==> config.mk <==
export PLATFORM = sky130hd
export DESIGN_NAME = station_cntrl_flat
export DESIGN_NICKNAME = d
export VERILOG_FILES = /design/src/rtl/station_pkg.sv /design/src/rtl/station_if.sv /design/src/rtl/station_cntrl_piezo_drv.sv /design/src/rtl/station_cntrl.sv /design/src/flat_wrapper.sv
export SDC_FILE = /design/constraint.sdc
export NUM_CORES = 1
export LEC_CHECK = 0
export BUFFER_PORTS_ARGS = -buffer_cell sky130_fd_sc_hd__clkbuf_2
export CORE_AREA = 2 2 86 88
export DETAILED_ROUTE_END_ITERATION = 6
export DIE_AREA = 0 0 88 90
export GPL_TIMING_DRIVEN = 0
export PLACE_DENSITY_LB_ADDON = 0.08
export SYNTH_ARGS = -nofsm -noshare
export SYNTH_HDL_FRONTEND = slang
export SYNTH_SLANG_ARGS = --single-unit
==> constraint.sdc <==
create_clock -name clk -period 2.9 [get_ports clk]
set_clock_uncertainty 0.15 [all_clocks]
set_input_delay 0.58 -clock clk [delete_from_list [all_inputs] [get_ports clk]]
set_output_delay 0.58 -clock clk [all_outputs]
set_load 0.005 [all_outputs]
==> src/rtl/station_pkg.sv <==
// Shared types for the station sequencer: command layout, opcodes, FSM states.
package station_pkg;

    localparam int unsigned ID_W  = 6;
    localparam int unsigned CMD_W = 8;

    typedef enum logic [1:0] {
        OP_STOP = 2'b00,
        OP_GO   = 2'b01
    } cmd_op_t;

    typedef enum logic {
        IDLE,
        TRANSIT
    } stn_state_t;

    typedef struct packed {
        logic [1:0]      op;
        logic [ID_W-1:0] dest;
    } cmd_t;

    // Barcode IDs carry two reserved high bits that must be zero to match.
    function automatic logic id_match(input logic [CMD_W-1:0] id, input logic [ID_W-1:0] dest);
        return id == {2'b00, dest};
    endfunction

endpackage

==> src/rtl/station_if.sv <==
// Command / barcode / motion signal bundle between the sequencer and its neighbours.
interface station_if;
    import station_pkg::*;

    cmd_t             cmd;
    logic             cmd_rdy;
    logic             clr_cmd_rdy;
    logic [CMD_W-1:0] ID;
    logic             ID_vld;
    logic             clr_ID_vld;
    logic             OK2Move;
    logic             go;
    logic             in_transit;
    logic             arrived;
    logic             fault;
    logic             buzz;
    logic             buzz_n;

    modport master (
        output cmd, cmd_rdy, ID, ID_vld, OK2Move,
        input  clr_cmd_rdy, clr_ID_vld, go, in_transit, arrived, fault, buzz, buzz_n
    );

    modport slave (
        input  cmd, cmd_rdy, ID, ID_vld, OK2Move,
        output clr_cmd_rdy, clr_ID_vld, go, in_transit, arrived, fault, buzz, buzz_n
    );

endinterface

==> src/rtl/station_cntrl_piezo_drv.sv <==
// Piezo square-wave generator: toggles every BUZZ_HALF enabled cycles, idles low.
module piezo_drv #(
    parameter int unsigned BUZZ_HALF = 12500
) (
    input  logic clk,
    input  logic rst_n,
    input  logic en,
    output logic buzz,
    output logic buzz_n
);

    localparam int unsigned CNT_W = (BUZZ_HALF > 1) ? $clog2(BUZZ_HALF) : 1;

    logic [CNT_W-1:0] cnt;

    always_ff @(posedge clk) begin
        if (!rst_n || !en) begin
            cnt    <= '0;
            buzz   <= 1'b0;
            buzz_n <= 1'b1;
        end else if (cnt == CNT_W'(BUZZ_HALF - 1)) begin
            cnt    <= '0;
            buzz   <= ~buzz;
            buzz_n <= buzz;
        end else begin
            cnt <= cnt + CNT_W'(1);
        end
    end

endmodule

==> src/rtl/station_cntrl.sv <==
// Station sequencer: accepts go/stop commands, matches barcode IDs against the
// destination, gates motion on OK2Move, buzzes while blocked and times out transits.
module station_cntrl
    import station_pkg::*;
#(
    parameter int unsigned BUZZ_HALF = 12500,
    parameter int unsigned TIMEOUT   = 2**26,
    parameter int unsigned TO_W      = 27
) (
    input  logic      clk,
    input  logic      rst_n,
    station_if.slave  bus
);

    stn_state_t      state, state_nxt;
    logic [ID_W-1:0] dest;
    logic [TO_W-1:0] to_cnt;
    logic            fault_q;
    logic            cmd_go, cmd_stop, id_hit, to_expired;
    logic            ld_dest, set_fault;
    logic            buzz_en;

    assign cmd_go     = bus.cmd_rdy && (bus.cmd.op == OP_GO);
    assign cmd_stop   = bus.cmd_rdy && (bus.cmd.op == OP_STOP);
    assign id_hit     = bus.ID_vld && id_match(bus.ID, dest);
    assign to_expired = to_cnt >= TO_W'(TIMEOUT - 1);

    always_ff @(posedge clk) begin
        if (!rst_n) state <= IDLE;
        else        state <= state_nxt;
    end

    // Commands outrank IDs, which outrank the timeout.
    always_comb begin
        state_nxt = state;
        ld_dest   = 1'b0;
        set_fault = 1'b0;
        case (state)
            IDLE: begin
                if (cmd_go) begin
                    ld_dest   = 1'b1;
                    state_nxt = TRANSIT;
                end
            end
            TRANSIT: begin
                if (bus.cmd_rdy) begin
                    if (cmd_go)        ld_dest   = 1'b1;
                    else if (cmd_stop) state_nxt = IDLE;
                end else if (bus.ID_vld) begin
                    if (id_hit) state_nxt = IDLE;
                end else if (to_expired) begin
                    set_fault = 1'b1;
                    state_nxt = IDLE;
                end
            end
            default: state_nxt = IDLE;
        endcase
    end

    // Timeout counter saturates so a long run of non-matching IDs still expires.
    always_ff @(posedge clk) begin
        if (!rst_n) begin
            dest    <= '0;
            to_cnt  <= '0;
            fault_q <= 1'b0;
        end else if (ld_dest) begin
            dest    <= bus.cmd.dest;
            to_cnt  <= '0;
            fault_q <= 1'b0;
        end else begin
            if (state == TRANSIT && to_cnt != '1) to_cnt <= to_cnt + TO_W'(1);
            if (set_fault) fault_q <= 1'b1;
        end
    end

    // Mealy handshakes, suppressed while reset is asserted.
    always_comb begin
        bus.clr_cmd_rdy = 1'b0;
        bus.clr_ID_vld  = 1'b0;
        bus.arrived     = 1'b0;
        bus.go          = 1'b0;
        bus.in_transit  = (state == TRANSIT);
        if (rst_n) begin
            bus.clr_cmd_rdy = bus.cmd_rdy;
            bus.clr_ID_vld  = bus.ID_vld;
            bus.arrived     = (state == TRANSIT) && !bus.cmd_rdy && id_hit;
            bus.go          = (state == TRANSIT) && bus.OK2Move;
        end
    end

    assign bus.fault = fault_q;
    assign buzz_en   = (state == TRANSIT) && !bus.OK2Move;

    piezo_drv #(.BUZZ_HALF(BUZZ_HALF)) u_piezo (
        .clk    (clk),
        .rst_n  (rst_n),
        .en     (buzz_en),
        .buzz   (bus.buzz),
        .buzz_n (bus.buzz_n)
    );

endmodule
==> src/flat_wrapper.sv <==
// flat-port wrapper written by rule: the top's interface ports become plain ports
module station_cntrl_flat import station_pkg::*;
#(
    parameter int unsigned BUZZ_HALF = 12500,
    parameter int unsigned TIMEOUT   = 2**26,
    parameter int unsigned TO_W      = 27
)
  (clk, rst_n, bus_cmd, bus_cmd_rdy, bus_ID, bus_ID_vld, bus_OK2Move, bus_clr_cmd_rdy, bus_clr_ID_vld, bus_go, bus_in_transit, bus_arrived, bus_fault, bus_buzz, bus_buzz_n);
  station_if bus_i ();
  input  logic clk;
  input  logic rst_n;
  input wire logic [$bits(bus_i.cmd)-1:0] bus_cmd;
  input wire logic [$bits(bus_i.cmd_rdy)-1:0] bus_cmd_rdy;
  input wire logic [$bits(bus_i.ID)-1:0] bus_ID;
  input wire logic [$bits(bus_i.ID_vld)-1:0] bus_ID_vld;
  input wire logic [$bits(bus_i.OK2Move)-1:0] bus_OK2Move;
  output wire logic [$bits(bus_i.clr_cmd_rdy)-1:0] bus_clr_cmd_rdy;
  output wire logic [$bits(bus_i.clr_ID_vld)-1:0] bus_clr_ID_vld;
  output wire logic [$bits(bus_i.go)-1:0] bus_go;
  output wire logic [$bits(bus_i.in_transit)-1:0] bus_in_transit;
  output wire logic [$bits(bus_i.arrived)-1:0] bus_arrived;
  output wire logic [$bits(bus_i.fault)-1:0] bus_fault;
  output wire logic [$bits(bus_i.buzz)-1:0] bus_buzz;
  output wire logic [$bits(bus_i.buzz_n)-1:0] bus_buzz_n;
  assign bus_i.cmd = bus_cmd;
  assign bus_i.cmd_rdy = bus_cmd_rdy;
  assign bus_i.ID = bus_ID;
  assign bus_i.ID_vld = bus_ID_vld;
  assign bus_i.OK2Move = bus_OK2Move;
  assign bus_clr_cmd_rdy = bus_i.clr_cmd_rdy;
  assign bus_clr_ID_vld = bus_i.clr_ID_vld;
  assign bus_go = bus_i.go;
  assign bus_in_transit = bus_i.in_transit;
  assign bus_arrived = bus_i.arrived;
  assign bus_fault = bus_i.fault;
  assign bus_buzz = bus_i.buzz;
  assign bus_buzz_n = bus_i.buzz_n;
  station_cntrl #(.BUZZ_HALF(BUZZ_HALF), .TIMEOUT(TIMEOUT), .TO_W(TO_W)) u_core (.clk(clk), .rst_n(rst_n), .bus(bus_i));
endmodule
==> results.toml, run 1 <==
[synth]
yosysMostFrequentCell = "dfxtp_1"
synth_area_um2 = 2470
ys_warn_count = 0
synth.distinct_cells = 48
synth-seq-area-share_pct = 41.3
syn-num-nets = 304
syn_inst = 281
ys_top_cells_by_area = "dfxtp_1 (41%), xor2_1 (7.8%), nor2_1 (5.6%)"
synth_area_per_cell_um2 = 8.81
yosysTopAreaCellShare_pct = 41.3
async_flop_share_pct = 0
synthTopCellsByCount = "dfxtp_1 (51), nor2_1 (37), xor2_1 (22), nand2_1 (19), nand3_1 (19)"
synth_top_area_cell = "dfxtp_1"
synth_edf_count = 0
ys.flop_type = "dfxtp_1"
synth-seq-cells = 51

[placement]
detailedPlacementHpwl_mm = 3.83
place.gp.congestion = 0.761
post-place-ws_ps = 479
port-buffer-count = 28

[sta]
fin_crit_ps = 2420
post-route-period-util_pct = 83.3
slew_violations = 0
grt_setup_unrepaired = "no"
max_slew_margin_pct = 61.5
worst_slew_pin_slew_ps = 573
finalHoldViolations = 0
setup-tns-final_ps = 0
max_freq_ghz = 0.414
finalSetupViolations = 0
layout_setup_ws_ps = 484

[detailed_routing]
routedWlPerCell_um = 12.5
vias_per_cell = 4.88
drt_iter0_markers = 46
dr.pass1.iters = 4
vias = 2031
wirelength_mm = 5.20
ant_nets = 0
drc = 0

[job]
cap_violations = 0

[critical_path]
cp-end-kind = "output pin"
worst_ep_required_time_ps = 2170
critPathLaunchType = "flop"
critPathArrivalTime_ps = 1690
path_class = "flop to output pin"
critPathMaxFanout = 10

[layout]
seqCellArea_um2 = 1020
drive_gt1_share_pct = 15.8
multi_input_area_um2 = 1390
areaGrowthSynthToFinish_pct = 16.3
final_nets = 339
nFillCells = 737
antennaDiodeCount = 0

[die]
core_um2 = 7020
initial_core_util_pct = 35.3
dieWidth_um = 88
fp.dieH_um = 90
num_io_pins = 29
rows = 31
die-area_um2 = 7920

[cts]
ctsResizeCount = 0
clock_latency_ps = 310
cts_tree = "built"
root_buffer = "clkbuf_8"
clk_pin_slew_ps = 100
cts_sinks = 51
postCtsHoldBufs = 0
post-cts-setup-buffers = 0
cts_buffer_depth = 2
htreeDepth = 2
cts_buffers = 5

[global_routing]
grt_use_total_pct = 14.2
grt_pass1_vias = 1997
antenna_found_initial = 0
grt-ovfl-total = 0
grt_start_max_net_pins = 18
grt_pass1_wl_mm = 9.11

[power_and_ir_drop]
leakagePower_nw = 1.05
pwr_density_cell_nw_per_um2 = 477
irDropWorstVdd_uv = 257

[outcome]
outcome = "completed"

[hold_path]
hold_path_class = "primary input to flop"
## kinds of logic after synthesis
logic type,Yosys count,share of synthesized area [%]
AOI/OAI and AO/OA,42,11.4
xor gates and xnor gates,31,11.0
adders and majority gates,2,1.01
buffers and inverters,13,2.53
DFF,51,41.3
muxes,8,3.29
and+or+nand+nor,134,29.5
## cell type report
cell class | count | area share [%]
Multi-Input combinational cell | 217 | 48.3
Sequential cell | 51 | 35.5
Timing Repair Buffer | 28 | 4.87
Tap cell | 99 | 4.30
Clock inverter | 3 | 2.48
Clock buffer | 5 | 2.39
Buffer | 10 | 1.78
Inverter | 3 | 0.391
## worst paths after layout
path	cells after the start	endpoint	startpoint	slack (ps)
max	4	bus_arrived	u_core.bus.in_transit	480
min	2	u_core.u_piezo.buzz	bus_OK2Move	320
max reg2reg	6	u_core.to_cnt[24]	u_core.to_cnt[1]	620
min reg2reg	1	u_core.u_piezo.cnt[0]	u_core.u_piezo.cnt[0]	320
## flip-flops by register name (all words and copies together), names as in the netlist
register               flops
u_core.dest                6
u_core.to_cnt             27
u_core.bus.in_transit      1
u_core.bus.fault           1
u_core.u_piezo.buzz_n      1
u_core.u_piezo.cnt        14
u_core.u_piezo.buzz        1
## stage by stage
| step | total power (W) | cell area (um2) | std cells | hold WS (ps) | utilization [%] |
|---|---|---|---|---|---|
| 2_1_floorplan | 0.000758 | 2470 | 281 | 280 | - |
| 3_3_place_gp | 0.000788 | 2740 | 408 | 296 | 39.0 |
| 3_5_place_dp | 0.000788 | 2740 | 408 | 305 | 39.0 |
| 4_1_cts | 0.00140 | 2880 | 416 | 300 | 41.0 |
| 5_1_grt | 0.00143 | 2880 | 416 | 299 | 41.0 |
| 6_report | 0.00137 | 2880 | 416 | 321 | 41.0 |
## worst max-delay path: stages, from the launching register on
cell,delay (ps)
dfxtp_1,470
clkbuf_1,400
nand2_1,180
nor3_1,190
clkbuf_2,150
## layer usage
layer / track usage [%] / share of wire, % / vias up / wire length (um)
met4: 3.46 / 0 / 0 / 0
met3: 3.40 / 2.7 / 0 / 138
met1: 19.3 / 51 / 929 / 2640
met2: 22.5 / 47 / 24 / 2420
li1: - / - / 1078 / -
met5: 0 / 0 / - / 0
## where the power goes
| group | leakage (nW) | internal, W | switching (W) | total [W] |
|---|---|---|---|---|
| clock network | 0.0703 | 0.000350 | 0.000252 | 0.000602 |
| logic | 0.569 | 0.0000276 | 0.0000335 | 0.0000611 |
| registers | 0.411 | 0.000704 | 0.00000450 | 0.000709 |
## placed cells by master (no fill, tap or decap), types with 8 or more instances in the layout
cell type	count
nand2_1	19
xor2_1	22
nand3_1	19
xnor2_1	9
dfxtp_1	51
o21ai_0	11
nand4_1	8
nor2_1	37
a21oi_1	12
clkbuf_2	28
or3_1	10
Power figures use the tool's default switching activity.
==> run 2, diff against run 1 <==
clock period = 2.1 ns   (was 2.9 ns; I/O delays follow)
==> run 2 against run 1 <==
Net effect:
- sequential power up 38%
- die area unchanged
- global-route usage about the same
- combinational power up 43%
- sequential share of layout area down 1.1 points
- via count up 1.0%
- sequential cell count unchanged
- power up 39%
- first-iteration DRC count down 24%
- critical path depth up 1
- count of clock-buffer cells in the layout unchanged
- wire length up 0.44%
- largest power group unchanged
==> results.toml, run 2 (synthesis results as in run 1) <==
[placement]
port-buffer-count = 28
dpl-instance-area_um2 = 2740
detailedPlacementHpwl_mm = 3.83
place.gp.congestion = 0.761
post-place-ws_ps = -231

[sta]
worst_slew_pin_slew_ps = 540
fin_crit_ps = 1990
finalHoldViolations = 0
max_slew_margin_pct = 64.0
layout_setup_ws_ps = 112
hold_slack_ps = 153
post-route-period-util_pct = 94.7
finalSetupViolations = 0
setup-tns-final_ps = 0
max_freq_ghz = 0.503
slew_violations = 0

[detailed_routing]
routedWlPerCell_um = 12.4
ant_nets = 0
wirelength_mm = 5.22
drc = 0
vias = 2052
drt_iter0_markers = 35
vias_per_cell = 4.87
dr.pass1.iters = 4

[layout]
areaGrowthSynthToFinish_pct = 21.5
drive_gt1_share_pct = 24.2
final_common_cell = "dfxtp_1"
final_nets = 344
final_cell_area_um2 = 3010
largest_reg_flops = 27
antennaDiodeCount = 0
regMostFlops = "u_core.to_cnt"
top_regs = "u_core.to_cnt: 27 flops, u_core.u_piezo.cnt: 14 flops, u_core.dest: 6 flops"
final_cell_mix = "dfxtp_1 (42), nor2_1 (37), clkbuf_2 (28)"

[global_routing]
grt_use_total_pct = 14.3
grt_pass1_wl_mm = 9.15
grt_pass1_vias = 1994
grt-ovfl-total = 0
antenna_found_initial = 0
grt_start_max_net_pins = 18

[power_and_ir_drop]
power_frac_comb_pct = 4.6
p_switching_w = 0.000404
p_seq_share_pct = 51.5
pwr_density_cell_nw_per_um2 = 632
leakagePower_nw = 1.10
clkPwrFrac_pct = 43.9
swShare_pct = 21.3
internal_power_w = 0.00150
irDropWorstVdd_uv = 375

[cts]
cts_buffer_depth = 2
cts_tree = "built"
htreeDepth = 2
root_buffer = "clkbuf_8"
cts_sinks = 51
clk_pin_slew_ps = 110
cts_buffers = 5
clock_latency_ps = 310

[critical_path]
cp_cell_sequence = "xor2_1 > nor3_2 > nand4_1 > nor3_2 > clkbuf_2"
crit_cells = 5
slowest_stage = "dfxtp_1"
path_class = "flop to output pin"
critPathMaxFanout = 2
critPathArrivalTime_ps = 1420
r2r_slack_ps = 130
critPathLaunchType = "flop"
path_buf_inv = 1
r2r_cells = 7
worst_ep_required_time_ps = 1530
cp-end-kind = "output pin"
cpLargestDelayFamily = "simple AND/OR/NAND/NOR gates"
critPathMaxStageDelay_ps = 330
path_common_cell = "nor3_2"

[job]
cap_violations = 0

[die]
fp.dieH_um = 90
initial_core_util_pct = 35.3
num_io_pins = 29
dieWidth_um = 88
die-area_um2 = 7920
rows = 31
core_um2 = 7020

[outcome]
outcome = "completed"

[hold_path]
hold_path_class = "primary input to flop"
worstHoldPathCells = 2
run 2: timing repair:
item	CTS	global route
gates resized for setup	6	21
setup endpoints to repair	17	30
buffers inserted	0	5
hold buffers	0	0
pin swaps	2	5
run 2: metal layers:
layer	up-vias	global-route usage, %	share of wire, %
li1	1092	-	-
met1	937	19.5	49
met2	21	22.5	47
met3	2	3.40	2.7
met4	0	3.46	0.52
met5	-	0	0
run 2: stage by stage:
stage	util [%]	instances	power, W
detailed placement	39.0	408	0.00109
global route	42.8	421	0.00198
CTS	41.2	416	0.00193
global placement	39.0	408	0.00109
floorplan	-	281	0.00105
finish	42.8	421	0.00190
run 2: final cells by class:
class	instances	area (um2)
tap	99	124
multi-input combinational	217	1460
inverter	3	11.3
clock buffer	5	68.8
buffer	10	58.8
fill	722	4010
clock inverter	3	71.3
timing repair buffer	33	178
sequential	51	1030
run 2: power groups by stage:
stage	Combinational, W	Sequential (W)	Clock [W]
floorplan	0.0000461	0.00100	0
global placement	0.0000863	0.00100	0
detailed placement	0.0000868	0.00100	0
CTS	0.0000884	0.000980	0.000865
global route	0.0000993	0.000981	0.000899
finish	0.0000876	0.000979	0.000834
run 2: worst paths after layout:
path	startpoint	to
hold reg to reg	u_core.u_piezo.cnt[0]	u_core.u_piezo.cnt[0]
setup reg to reg	u_core.to_cnt[14]	u_core.to_cnt[11]
hold / removal	bus_OK2Move	u_core.u_piezo.buzz
setup / recovery	u_core.dest[0]	bus_arrived
run 2: worst register-to-register path, stage by stage, from the launching register on:
cell	delay, ps
dfxtp_1	410
nand4_4	160
or2_0	240
buf_2	180
o31ai_2	320
buf_6	180
xor2_1	150
nor2_1	50
==> run 3, diff against run 2 <==
CORE_AREA = 2 2 103 105   (was 2 2 86 88)
DIE_AREA = 0 0 105 107   (was 0 0 88 90)
==> run 3 against run 2 <==
Net effect:
- die area grew 42%
- wire length grew 12%
- first-iteration DRC count grew 100%
- critical endpoint is now u_core.to_cnt[11]
- sequential cell count is the same
- design area shrank 0.96%
- non-clock buffer count grew 1
- register-to-register slack lost 80 ps
- critical path depth grew 2
- clock power shrank 26%
- sequential share of layout area grew 0.16 points
==> results.toml, run 3 (synthesis results as in run 1) <==
[detailed_routing]
vias_per_cell = 4.55
drc = 0
drt_iter0_markers = 71
wirelength_mm = 5.85
ant_nets = 0
vias = 2088
dr.pass1.iters = 6
routedWlPerCell_um = 12.7

[die]
dieWidth_um = 105
initial_core_util_pct = 24.5
fp.dieH_um = 107
die-area_um2 = 11200
core_um2 = 10100
rows = 37
num_io_pins = 29

[global_routing]
grt-ovfl-total = 0
grt_start_max_net_pins = 17
grt_pass1_vias = 1987
antenna_found_initial = 0
grt_pass1_wl_mm = 9.72
grt_use_total_pct = 10.7

[power_and_ir_drop]
power_frac_comb_pct = 5.2
p_seq_share_pct = 58.3
leakagePower_nw = 1.08
pwr_density_cell_nw_per_um2 = 564
clkPwrFrac_pct = 36.5
p_switching_w = 0.000398
internal_power_w = 0.00128
irDropWorstVdd_uv = 242
swShare_pct = 23.7

[sta]
finalSetupViolations = 0
layout_setup_ws_ps = 54.3
fin_crit_ps = 2050
max_freq_ghz = 0.489
max_slew_margin_pct = 63.6
slew_violations = 0
finalHoldViolations = 0
hold_slack_ps = 155
grt_setup_unrepaired = "yes"
worst_slew_pin_slew_ps = 547
post-route-period-util_pct = 97.4

[layout]
final_common_cell = "dfxtp_1"
top_regs = "u_core.to_cnt: 27 flops, u_core.u_piezo.cnt: 14 flops, u_core.dest: 6 flops"
largest_reg_flops = 27
final_cell_area_um2 = 2980
regMostFlops = "u_core.to_cnt"
areaGrowthSynthToFinish_pct = 20.3
fin_cells = 459
drive_gt1_share_pct = 21.7
final_nets = 345
antennaDiodeCount = 0
final_cell_mix = "dfxtp_1 (46), nor2_1 (37), clkbuf_2 (27)"

[critical_path]
endpoint = "u_core.to_cnt[11]"
r2r_slack_ps = 50
r2r_cells = 7
path_class = "flop to flop"
timing.rr.start = "u_core.to_cnt[12]"
critPathArrivalTime_ps = 2070
cp-end-kind = "flop"
critPathLaunchType = "flop"
critPathMaxFanout = 10
critPathLaunch = "u_core.to_cnt[12]"
worst_ep_required_time_ps = 2130
r2r-end = "u_core.to_cnt[11]"

[cts]
clk_pin_slew_ps = 100
htreeDepth = 2
cts_buffers = 5
cts_buffer_depth = 2
cts_tree = "built"
clock_latency_ps = 310
cts_sinks = 51
root_buffer = "clkbuf_8"

[placement]
place.gp.congestion = 0.694
post-place-ws_ps = -250
port-buffer-count = 28
dp.cells = 445
dpl-instance-area_um2 = 2790
detailedPlacementHpwl_mm = 4.21

[job]
cap_violations = 0

[hold_path]
hold_path_class = "primary input to flop"

[outcome]
outcome = "completed"
run 3: how the worst min path moves through the flow:
stage,start,endpoint,slack (ps),cells past startpoint
floorplan,u_core.u_piezo.cnt[0],u_core.u_piezo.cnt[0],280,1
global placement,u_core.u_piezo.cnt[0],u_core.u_piezo.cnt[0],300,1
detailed placement,u_core.u_piezo.cnt[0],u_core.u_piezo.cnt[0],310,1
CTS,bus_OK2Move,u_core.u_piezo.buzz,140,2
global route,bus_OK2Move,u_core.u_piezo.buzz,150,2
finish,bus_OK2Move,u_core.u_piezo.buzz,160,2
run 3: per-stage QoR:
step	total power, W	TNS, ps	util (%)
final	0.00168	0	29.5
after global placement	0.00109	-4450	27.6
after global routing	0.00178	-440	29.5
after CTS	0.00173	0	29.0
after floorplan	0.00105	0	-
after detailed placement	0.00109	-4110	27.6
run 3: repair_timing:
| action | CTS | global route |
|---|---|---|
| hold buffers | 0 | 0 |
| buffers inserted | 2 | 4 |
| gates resized for setup | 9 | 9 |
| pin swaps | 1 | 7 |
| setup endpoints to repair | 20 | 26 |
run 3: critical path, cell delays in order (launching register included):
cell and delay, ps:
dfxtp_1 430, nand4_2 210, or2_0 260, buf_2 180, o31ai_2 330, buf_6 180, xor2_1 140, nor2_1 50
run 3: metal layers:
layer	GRT usage (%)	vias to the layer above	share of wire [%]
li1	-	1090	-
met1	14.7	968	50
met2	17.0	28	46
met3	2.37	2	2.8
met4	2.86	0	0.63
met5	0	-	0
run 3: cell type report:
class                   instances  area, um2
well taps                     136        170
clock buffers                   6       82.6
repair buffers                 34        185
inverters                       3       11.3
plain buffers                  10       58.8
flip-flops and latches         51       1030
clock inverters                 2       16.3
multi-input cells             217       1430
fillers                      1140       7110
run 3: power groups by stage:
stage                     registers [W]  logic [W]  clock network [W]
final                          0.000980  0.0000877           0.000613
after CTS                      0.000980  0.0000903           0.000660
after detailed placement        0.00100  0.0000889                  0
after floorplan                 0.00100  0.0000461                  0
after global placement          0.00100  0.0000890                  0
after global routing           0.000981  0.0000990           0.000698
